[src/rtl/watch_pkg.sv]
// rtl/watch_pkg.sv - shared types and constants for the BCD time-of-day core
package watch_pkg;

  typedef logic [3:0] bcd_t;

  typedef enum logic [1:0] {
    ST_IDLE  = 2'd0,
    ST_RUN   = 2'd1,
    ST_PAUSE = 2'd2,
    ST_SET   = 2'd3
  } tk_state_t;

  localparam logic [1:0] SEL_SEC  = 2'b00;
  localparam logic [1:0] SEL_MIN  = 2'b01;
  localparam logic [1:0] SEL_HR   = 2'b10;
  localparam logic [1:0] SEL_NONE = 2'b11;

  localparam int HOUR_MODE_12 = 12;
  localparam int HOUR_MODE_24 = 24;

  // 12-hour mode resets to 12:00:00 AM, 24-hour mode to 00:00:00
  localparam bcd_t RST_HR1_24 = 4'd0;
  localparam bcd_t RST_HR0_24 = 4'd0;
  localparam bcd_t RST_HR1_12 = 4'd1;
  localparam bcd_t RST_HR0_12 = 4'd2;
  localparam int   RST_MIN    = 0;
  localparam int   RST_SEC    = 0;

endpackage

[src/rtl/bcd_mod_counter.sv]
// rtl/bcd_mod_counter.sv - two-digit BCD counter with modulus, clear and wrap carry
module bcd_mod_counter
  import watch_pkg::*;
#(
  parameter int MODULUS   = 60,
  parameter int RESET_VAL = 0
) (
  input  logic       clk,
  input  logic       reset,
  input  logic       inc,
  input  logic       clear,
  output logic [3:0] d1,
  output logic [3:0] d0,
  output logic       carry
);

  localparam bcd_t MAX_D1 = bcd_t'((MODULUS - 1) / 10);
  localparam bcd_t MAX_D0 = bcd_t'((MODULUS - 1) % 10);
  localparam bcd_t RST_D1 = bcd_t'(RESET_VAL / 10);
  localparam bcd_t RST_D0 = bcd_t'(RESET_VAL % 10);

  logic at_max;

  assign at_max = (d1 == MAX_D1) && (d0 == MAX_D0);
  // carry is combinational so the next field advances on the same edge
  assign carry  = inc && at_max;

  always_ff @(posedge clk or posedge reset) begin
    if (reset) begin
      d1 <= RST_D1;
      d0 <= RST_D0;
    end else if (clear) begin
      d1 <= 4'd0;
      d0 <= 4'd0;
    end else if (inc) begin
      if (at_max) begin
        d1 <= 4'd0;
        d0 <= 4'd0;
      end else if (d0 == 4'd9) begin
        d1 <= d1 + 4'd1;
        d0 <= 4'd0;
      end else begin
        d0 <= d0 + 4'd1;
      end
    end
  end

endmodule

[src/rtl/bcd_timekeeper.sv]
// rtl/bcd_timekeeper.sv - BCD time-of-day core with prescaler, 12/24h hours and run/pause/set control
module bcd_timekeeper
  import watch_pkg::*;
#(
  parameter int TICK_DIV  = 1,
  parameter int HOUR_MODE = 24
) (
  input  logic       clk,
  input  logic       reset,
  input  logic       start_resume,
  input  logic       stop,
  input  logic       set_mode,
  input  logic [1:0] set_sel,
  input  logic       set_inc,
  output logic [3:0] hr1,
  output logic [3:0] hr0,
  output logic [3:0] min1,
  output logic [3:0] min0,
  output logic [3:0] sec1,
  output logic [3:0] sec0,
  output logic       pm,
  output logic       running,
  output logic       tick,
  output logic       daypass
);

  localparam bit   IS_12H  = (HOUR_MODE == HOUR_MODE_12);
  localparam int   PW      = (TICK_DIV > 1) ? $clog2(TICK_DIV) : 1;
  localparam logic [PW-1:0] PRESC_LAST = PW'(TICK_DIV - 1);
  localparam bcd_t RST_HR1 = IS_12H ? RST_HR1_12 : RST_HR1_24;
  localparam bcd_t RST_HR0 = IS_12H ? RST_HR0_12 : RST_HR0_24;

  tk_state_t     state;
  tk_state_t     state_nxt;
  logic [PW-1:0] presc;
  logic          advance;
  logic          set_sec;
  logic          set_min;
  logic          set_hr;
  logic          sec_carry;
  logic          min_carry;
  logic          hr_cascade;
  logic          hr_inc;
  bcd_t          hr1_nxt;
  bcd_t          hr0_nxt;
  logic          pm_flip;
  logic          day_wrap;

  always_comb begin
    state_nxt = state;
    case (state)
      ST_RUN:   if (stop) state_nxt = ST_PAUSE;
      ST_IDLE,
      ST_PAUSE: begin
        if (set_mode)          state_nxt = ST_SET;
        else if (start_resume) state_nxt = ST_RUN;
      end
      ST_SET:   if (!set_mode) state_nxt = ST_PAUSE;
      default:  state_nxt = ST_IDLE;
    endcase
  end

  assign advance = (state == ST_RUN) && (presc == PRESC_LAST);

  always_comb begin
    set_sec = 1'b0;
    set_min = 1'b0;
    set_hr  = 1'b0;
    if ((state == ST_SET) && set_inc) begin
      case (set_sel)
        SEL_SEC:  set_sec = 1'b1;
        SEL_MIN:  set_min = 1'b1;
        SEL_HR:   set_hr  = 1'b1;
        SEL_NONE: ;
        default:  ;
      endcase
    end
  end

  // Prescaler holds its count in PAUSE so a resumed second is not lost
  always_ff @(posedge clk or posedge reset) begin
    if (reset) begin
      presc <= '0;
    end else if ((state != ST_SET) && (state_nxt == ST_SET)) begin
      presc <= '0;
    end else if (state == ST_RUN) begin
      presc <= advance ? '0 : presc + PW'(1);
    end
  end

  bcd_mod_counter #(
    .MODULUS   (60),
    .RESET_VAL (RST_SEC)
  ) u_sec (
    .clk   (clk),
    .reset (reset),
    .inc   (advance),
    .clear (set_sec),
    .d1    (sec1),
    .d0    (sec0),
    .carry (sec_carry)
  );

  bcd_mod_counter #(
    .MODULUS   (60),
    .RESET_VAL (RST_MIN)
  ) u_min (
    .clk   (clk),
    .reset (reset),
    .inc   (sec_carry || set_min),
    .clear (1'b0),
    .d1    (min1),
    .d0    (min0),
    .carry (min_carry)
  );

  // sec_carry only exists in RUN, so a SET minute wrap never reaches the hours
  assign hr_cascade = sec_carry && min_carry;
  assign hr_inc     = hr_cascade || set_hr;

  always_comb begin
    hr1_nxt  = hr1;
    hr0_nxt  = hr0;
    pm_flip  = 1'b0;
    day_wrap = 1'b0;
    if (IS_12H) begin
      if ((hr1 == 4'd1) && (hr0 == 4'd2)) begin
        hr1_nxt = 4'd0;
        hr0_nxt = 4'd1;
      end else if ((hr1 == 4'd1) && (hr0 == 4'd1)) begin
        hr0_nxt  = 4'd2;
        pm_flip  = 1'b1;
        day_wrap = pm;
      end else if (hr0 == 4'd9) begin
        hr1_nxt = 4'd1;
        hr0_nxt = 4'd0;
      end else begin
        hr0_nxt = hr0 + 4'd1;
      end
    end else begin
      if ((hr1 == 4'd2) && (hr0 == 4'd3)) begin
        hr1_nxt  = 4'd0;
        hr0_nxt  = 4'd0;
        day_wrap = 1'b1;
      end else if (hr0 == 4'd9) begin
        hr1_nxt = hr1 + 4'd1;
        hr0_nxt = 4'd0;
      end else begin
        hr0_nxt = hr0 + 4'd1;
      end
    end
  end

  always_ff @(posedge clk or posedge reset) begin
    if (reset) begin
      hr1 <= RST_HR1;
      hr0 <= RST_HR0;
      pm  <= 1'b0;
    end else if (hr_inc) begin
      hr1 <= hr1_nxt;
      hr0 <= hr0_nxt;
      if (pm_flip) pm <= ~pm;
    end
  end

  always_ff @(posedge clk or posedge reset) begin
    if (reset) begin
      state   <= ST_IDLE;
      running <= 1'b0;
      tick    <= 1'b0;
      daypass <= 1'b0;
    end else begin
      state   <= state_nxt;
      running <= (state_nxt == ST_RUN);
      tick    <= advance;
      daypass <= hr_cascade && day_wrap;
    end
  end

endmodule

[config.mk]
export PLATFORM = sky130hd
export DESIGN_NAME = bcd_timekeeper
export DESIGN_NICKNAME = d
export VERILOG_FILES = /design/src/rtl/watch_pkg.sv /design/src/rtl/bcd_mod_counter.sv /design/src/rtl/bcd_timekeeper.sv
export SDC_FILE = /design/constraint.sdc
export NUM_CORES = 1
export LEC_CHECK = 0
export ABC_AREA = 0
export CAP_MARGIN = 25
export CORE_MARGIN = 5
export CORE_UTILIZATION = 50
export CTS_CLUSTER_DIAMETER = 40
export DETAILED_ROUTE_END_ITERATION = 12
export PLACE_DENSITY = 0.78
export SYNTH_ARGS = -nofsm -noshare
export SYNTH_HDL_FRONTEND = slang
export SYNTH_HIERARCHICAL = 1
export SYNTH_SLANG_ARGS = --single-unit
[constraint.sdc]
create_clock -name clk -period 5.8 [get_ports clk]
set_clock_uncertainty 0.1 [all_clocks]
set_input_delay 1.45 -clock clk [delete_from_list [all_inputs] [get_ports clk]]
set_output_delay 1.45 -clock clk [all_outputs]
set_load 0.005 [all_outputs]
Yosys cells after proc, flatten, opt, wreduce, memory -nomap -nowiden. Cells that the tools add are included.

Bits in registers: 30. Bits of input ports: 8. Output and inout bits: 28. Word-level logic and storage cells: 88.

$add $sub $neg: 7. Equality and inequality tests: 15. Muxes and demuxes: 31. Bitwise gates (word level): 1. Reduce and logical (&&, ||, !) cells: 23.

Operators by type and width (count): 2-to-1 mux 4 bit (16); adder 4 x 1 -> 4 bit (second input constant) (6); equality test 4 bit (second input constant) (3); logical AND 1 bit (10); 2-to-1 mux 1 bit (10); equality test 2 bit (second input constant) (4); equality test 4 x 2 -> 1 bit (second input constant) (2); equality test 4 x 3 -> 1 bit (second input constant) (2); 2-to-1 mux 2 bit (4); nonzero test 2 bit (4); equality test 2 x 1 -> 1 bit (second input constant) (3); case mux 2 bit (3 select lines) (1); AND reduction 2 bit (3); zero test 2 bit (2); nonzero test 3 bit (1); logical OR 1 bit (2); != test 2 bit (second input constant) (1); OR reduction 2 bit (1); adder 1 bit (second input constant) (1); inverter 1 bit (1).

Longest topological paths before layout.
Depth in word-level cells: 8. Gate-level depth with buffers: 12.

By module. Netlist, hierarchy kept.

By module, submodules not included: bcd_timekeeper (instances 1, cells each 70, area each 752.0 um^2); bcd_mod_counter at u_min (instances 1, cells each 51, area each 499.2 um^2); bcd_mod_counter at u_sec (instances 1, cells each 54, area each 490.5 um^2).

Worst setup path after synthesis. No wires, ideal clock.

Kind: input to register. From: input set_inc. To: register hr0[3]. Library setup time: 0.128 ns. Data arrival time: 2.620 ns. Required time: 5.572 ns. Setup slack: 2.953 ns. Stages on the path: 9. Cell sequence: nand3_4 > nor2_1 > a21o_1 > inv_1 > nor3_1 > nand2_1 > o21a_4 > a21oi_1 > o31ai_2.

Word-level cells in the longest chain between the ends: 6. Elaborated cells on any way between the ends: 7.

Ends and longest elaborated chain: start: declaration (RTL line bcd_timekeeper.sv:14) `input logic set_inc,`; logical AND 1 bit (RTL line bcd_timekeeper.sv:69) `if ((state == ST_SET) && set_inc) begin`; 2-to-1 mux 1 bit (RTL line bcd_timekeeper.sv:69); logical OR 1 bit (RTL line bcd_timekeeper.sv:110) `.inc (sec_carry || set_min),`; logical AND 1 bit (RTL line bcd_mod_counter.sv:26) `assign carry = inc && at_max;`; named net min_carry (RTL line bcd_timekeeper.sv:41) `logic min_carry;`; logical AND 1 bit (RTL line bcd_timekeeper.sv:118) `assign hr_cascade = sec_carry && min_carry;`; logical OR 1 bit (RTL line bcd_timekeeper.sv:119) `assign hr_inc = hr_cascade || set_hr;`; end signal: assignment (RTL line bcd_timekeeper.sv:161) `hr0 <= hr0_nxt;`; end: declaration (RTL line bcd_timekeeper.sv:16) `output logic [3:0] hr0,`.

The timed path passes the listed nets, and every way through them passes these cells. A chain may end at the register's enable or synchronous reset.

Final worst setup path.
From: input set_inc. To: register hr1[1].

Word-level cells in the longest chain between the ends: 7. Elaborated cells on any way between the ends: 8.

Ends and longest elaborated chain: logical AND 1 bit (RTL line bcd_timekeeper.sv:69); 2-to-1 mux 1 bit (RTL line bcd_timekeeper.sv:69); logical OR 1 bit (RTL line bcd_timekeeper.sv:110); logical AND 1 bit (RTL line bcd_mod_counter.sv:26); named net min_carry (RTL line bcd_timekeeper.sv:41); logical AND 1 bit (RTL line bcd_timekeeper.sv:118); logical OR 1 bit (RTL line bcd_timekeeper.sv:119); AND reduction 2 bit (no source line); end signal: assignment (RTL line bcd_timekeeper.sv:160) `hr1 <= hr1_nxt;`; end: declaration (RTL line bcd_timekeeper.sv:15) `output logic [3:0] hr1,`.

The timed path passes the listed nets, and every way through them passes these cells.

==> impl_metrics.csv <==
group,metric,value,unit
run_status,status,"completed",
drt,drt_pre_antenna_iters,4,
drt,drt-initial-drc-count,64,
timing,setup_tns,0,ns
hold_path,hp-class,"reg -> reg",
synth,syn_avg_cell_area,9.95,sq um
clock_network,post_cts_resized,0,
timing,slew_violations,0,
power_and_ir_drop,seq_power_share,43.1,%
clock_network,clockBufferDepth,2,
finish,nNetsFinal,234,
critical_path,required,5.93,ns
synth,ys_types,50,
timing,timing.final.crit_share,56.2,%
drt,routedWlPerCell,14.4,um
synth,yosysWarnings,6,
hold_path,min_from,"hr1[3]$_DFFE_PP0P_",
power_and_ir_drop,finalPower,762,uW
critical_path,crit_path_max_fanout,8,
synth,synth_edf_count,0,
floorplanning,dieArea,4760,sq um
power_and_ir_drop,power_switching,267,uW
clock_network,h-tree-depth,2,
grt,overflow,0,
critical_path,ff2ff_setup_slack,2.88,ns
clock_network,cts-root-buf,"clkbuf_4",
drt,ant_nets,0,
power_and_ir_drop,power_switching_share,35.1,%
finish,seq_area,751,sq um
clock_network,clkSinkCount,30,
grt,grtUsageTotal,16.6,%
place,gp_congestion,0.880,
finish,drive_gt1_share,10.7,%
floorplanning,die_w,69.0,um
drt,drt-total-wl,3.76,mm
grt,grt_pass1_wl,6.48,mm
clock_network,cts_hold_buffers,0,
clock_network,cts_setup_buffers,0,
grt,grt_pass1_vias,1370,
drt,vias,1421,
run,cap_violations,0,
critical_path,worstSetupEndpointType,"flop",
grt,antenna_found_initial,0,
synth,syn-cell-area,1740,sq um
power_and_ir_drop,intPower,495,uW
place,dpl.cell_count,253,
clock_network,worstSkewPairLatency,0.34,ns
power_and_ir_drop,pwr_density_cell,345,nW/um^2
synth,async_flop_share,100,%
place,portBuffers,34,
critical_path,worstSetupStartpoint,"set_inc",
floorplanning,start_util,51.8,%
finish,final_cell_area,2210,sq um
drt,via_per_inst,5.44,
drt,drc,0,
critical_path,startpoint_type,"primary input",
timing,rsz0062_at_grt,"false",
floorplanning,die_h,69.0,um
timing,setup_viol,0,
timing,period_needed,3.26,ns
synth,seq_area_frac_synth,43.1,%
place,hpwl,2.78,mm
power_and_ir_drop,p_comb_share,35.1,%
power_and_ir_drop,clkPwrFrac,21.8,%
timing,finalHoldViolCount,0,
critical_path,critPathKind,"in -> reg",
synth,ys.flop_type,"dfrtp_1",
clock_network,cts_tree,"done",
clock_network,path_clk_slew,0.10,ns
timing,clock.fmax,307,MHz
grt,grt_max_degree,15,
timing,slew_headroom,41.8,%
finish,area_delta_synth_final,26.7,%
synth,syn_inst,175,
floorplanning,pin_count,36,
synth,ys_ff_latch,30,
floorplanning,core_area,3360,sq um
place,place_area,2130,sq um
finish,finalNonFillerCells,261,
timing,tightest_slew,0.866,ns
clock_network,cts_buffers,5,
finish,multi_input_area,935,sq um
power_and_ir_drop,ir_drop,0.000197,V
finish,fillers,282,
critical_path,r2r-start,"u_sec/d0[1]$_DFFE_PP0P_",
floorplanning,rows,21,
power_and_ir_drop,power_leakage,0.986,nW
critical_path,cp.arrival,3.39,ns
finish,diodes,0,
-- per-stage QoR --
step	setup slack, ns	util [%]	hold slack (ns)
after floorplan	2.95	-	0.377
after global placement	2.32	63.3	0.397
after detailed placement	2.21	63.3	0.407
after CTS	2.57	65.6	0.425
after global routing	2.40	65.6	0.466
final	2.54	65.6	0.412
-- synthesized netlist by cell type (2+ instances only) --
master	number	area (sq um)
dfrtp_1	30	751
a21oi_1	17	85.1
nand2_1	17	63.8
ha_1	12	150
inv_1	12	45.0
o21ai_0	11	55.1
nor2_1	9	33.8
nor2b_1	5	31.3
nand2b_1	4	25.0
nand3_1	4	20.0
nand3b_1	3	22.5
nor3_1	3	15.0
o21ai_1	3	15.0
or3_1	3	18.8
a21boi_0	2	15.0
and3b_1	2	17.5
and4b_2	2	22.5
buf_1	2	7.51
xnor2_1	2	17.5
xor2_1	2	17.5
-- final cells by class --
| cell class | instances | share of cell area (%) |
|---|---|---|
| Clock inverter | 3 | 1.82 |
| Sequential cell | 30 | 34.0 |
| Inverter | 12 | 2.04 |
| Multi-Input combinational cell | 131 | 42.4 |
| Tap cell | 46 | 2.61 |
| Clock buffer | 5 | 1.70 |
| Timing Repair Buffer | 34 | 15.4 |
-- layout by cell type (no fill, tap or decap), types with 4 or more instances in the layout --
master and count:
clkdlybuf4s50_1 34, nand2_1 17, nand2b_1 4, nor2_1 9, nor2b_1 5, inv_1 12, o21ai_0 11, ha_1 12
clkbuf_4 5, nand3_1 4, a21oi_1 17, dfrtp_1 30
-- sequential cells by signal (all words and copies together) (netlist names) --
signal / cells
u_min/d1: 4
u_min/d0: 4
daypass: 1
hr1: 4
u_sec/d0: 4
u_sec/d1: 4
presc: 1
hr0: 4
state: 2
running: 1
tick: 1
-- power by group through the flow --
stage                     Clock (mW)  Combinational, mW  Sequential, mW
after floorplan                    0              0.143           0.323
after global placement             0              0.258           0.326
after detailed placement           0              0.269           0.332
after CTS                      0.170              0.270           0.328
after global routing           0.179              0.295           0.338
final                          0.166              0.268           0.328
-- layer usage --
| layer | global-route usage [%] | routed length [um] | vias up |
|---|---|---|---|
| li1 | - | - | 691 |
| met5 | 0 | 0 | - |
| met1 | 21.9 | 1770 | 690 |
| met3 | 4.36 | 153 | 7 |
| met4 | 7.81 | 67 | 0 |
| met2 | 25.2 | 1770 | 33 |
-- worst paths after layout --
kind	to	cells past startpoint
worst max-delay path	hr1[1]$_DFFE_PP0P_	10
worst min-delay path	hr1[3]$_DFFE_PP0P_	1
worst max register to register	hr1[1]$_DFFE_PP0P_	12
worst min register to register	hr1[3]$_DFFE_PP0P_	1
max in group asynchronous	hr0[3]$_DFFE_PP0P_	2
min in group asynchronous	u_min/d1[1]$_DFFE_PP0P_	2
-- critical path, cell delays in order --
cell and delay [ns]:
clkdlybuf4s50_1 0.52, nand3_4 0.12, nor2_1 0.11, a21o_1 0.24
inv_1 0.12, nor3_1 0.21, nand2_1 0.16, o21a_4 0.18
o21ai_0 0.19, o21ai_1 0.09
-- cell families after synthesis --
kind of cell	share of synthesized area, %
AO/OA/AOI/OAI	16.9
XOR/XNOR	2.01
adder cells (fa/ha/maj)	8.62
buffers and inverters	3.45
flip-flops	43.1
other	0.215
AND/OR/NAND/NOR	25.7
Note: power is estimated with default switching activity, not from simulation.
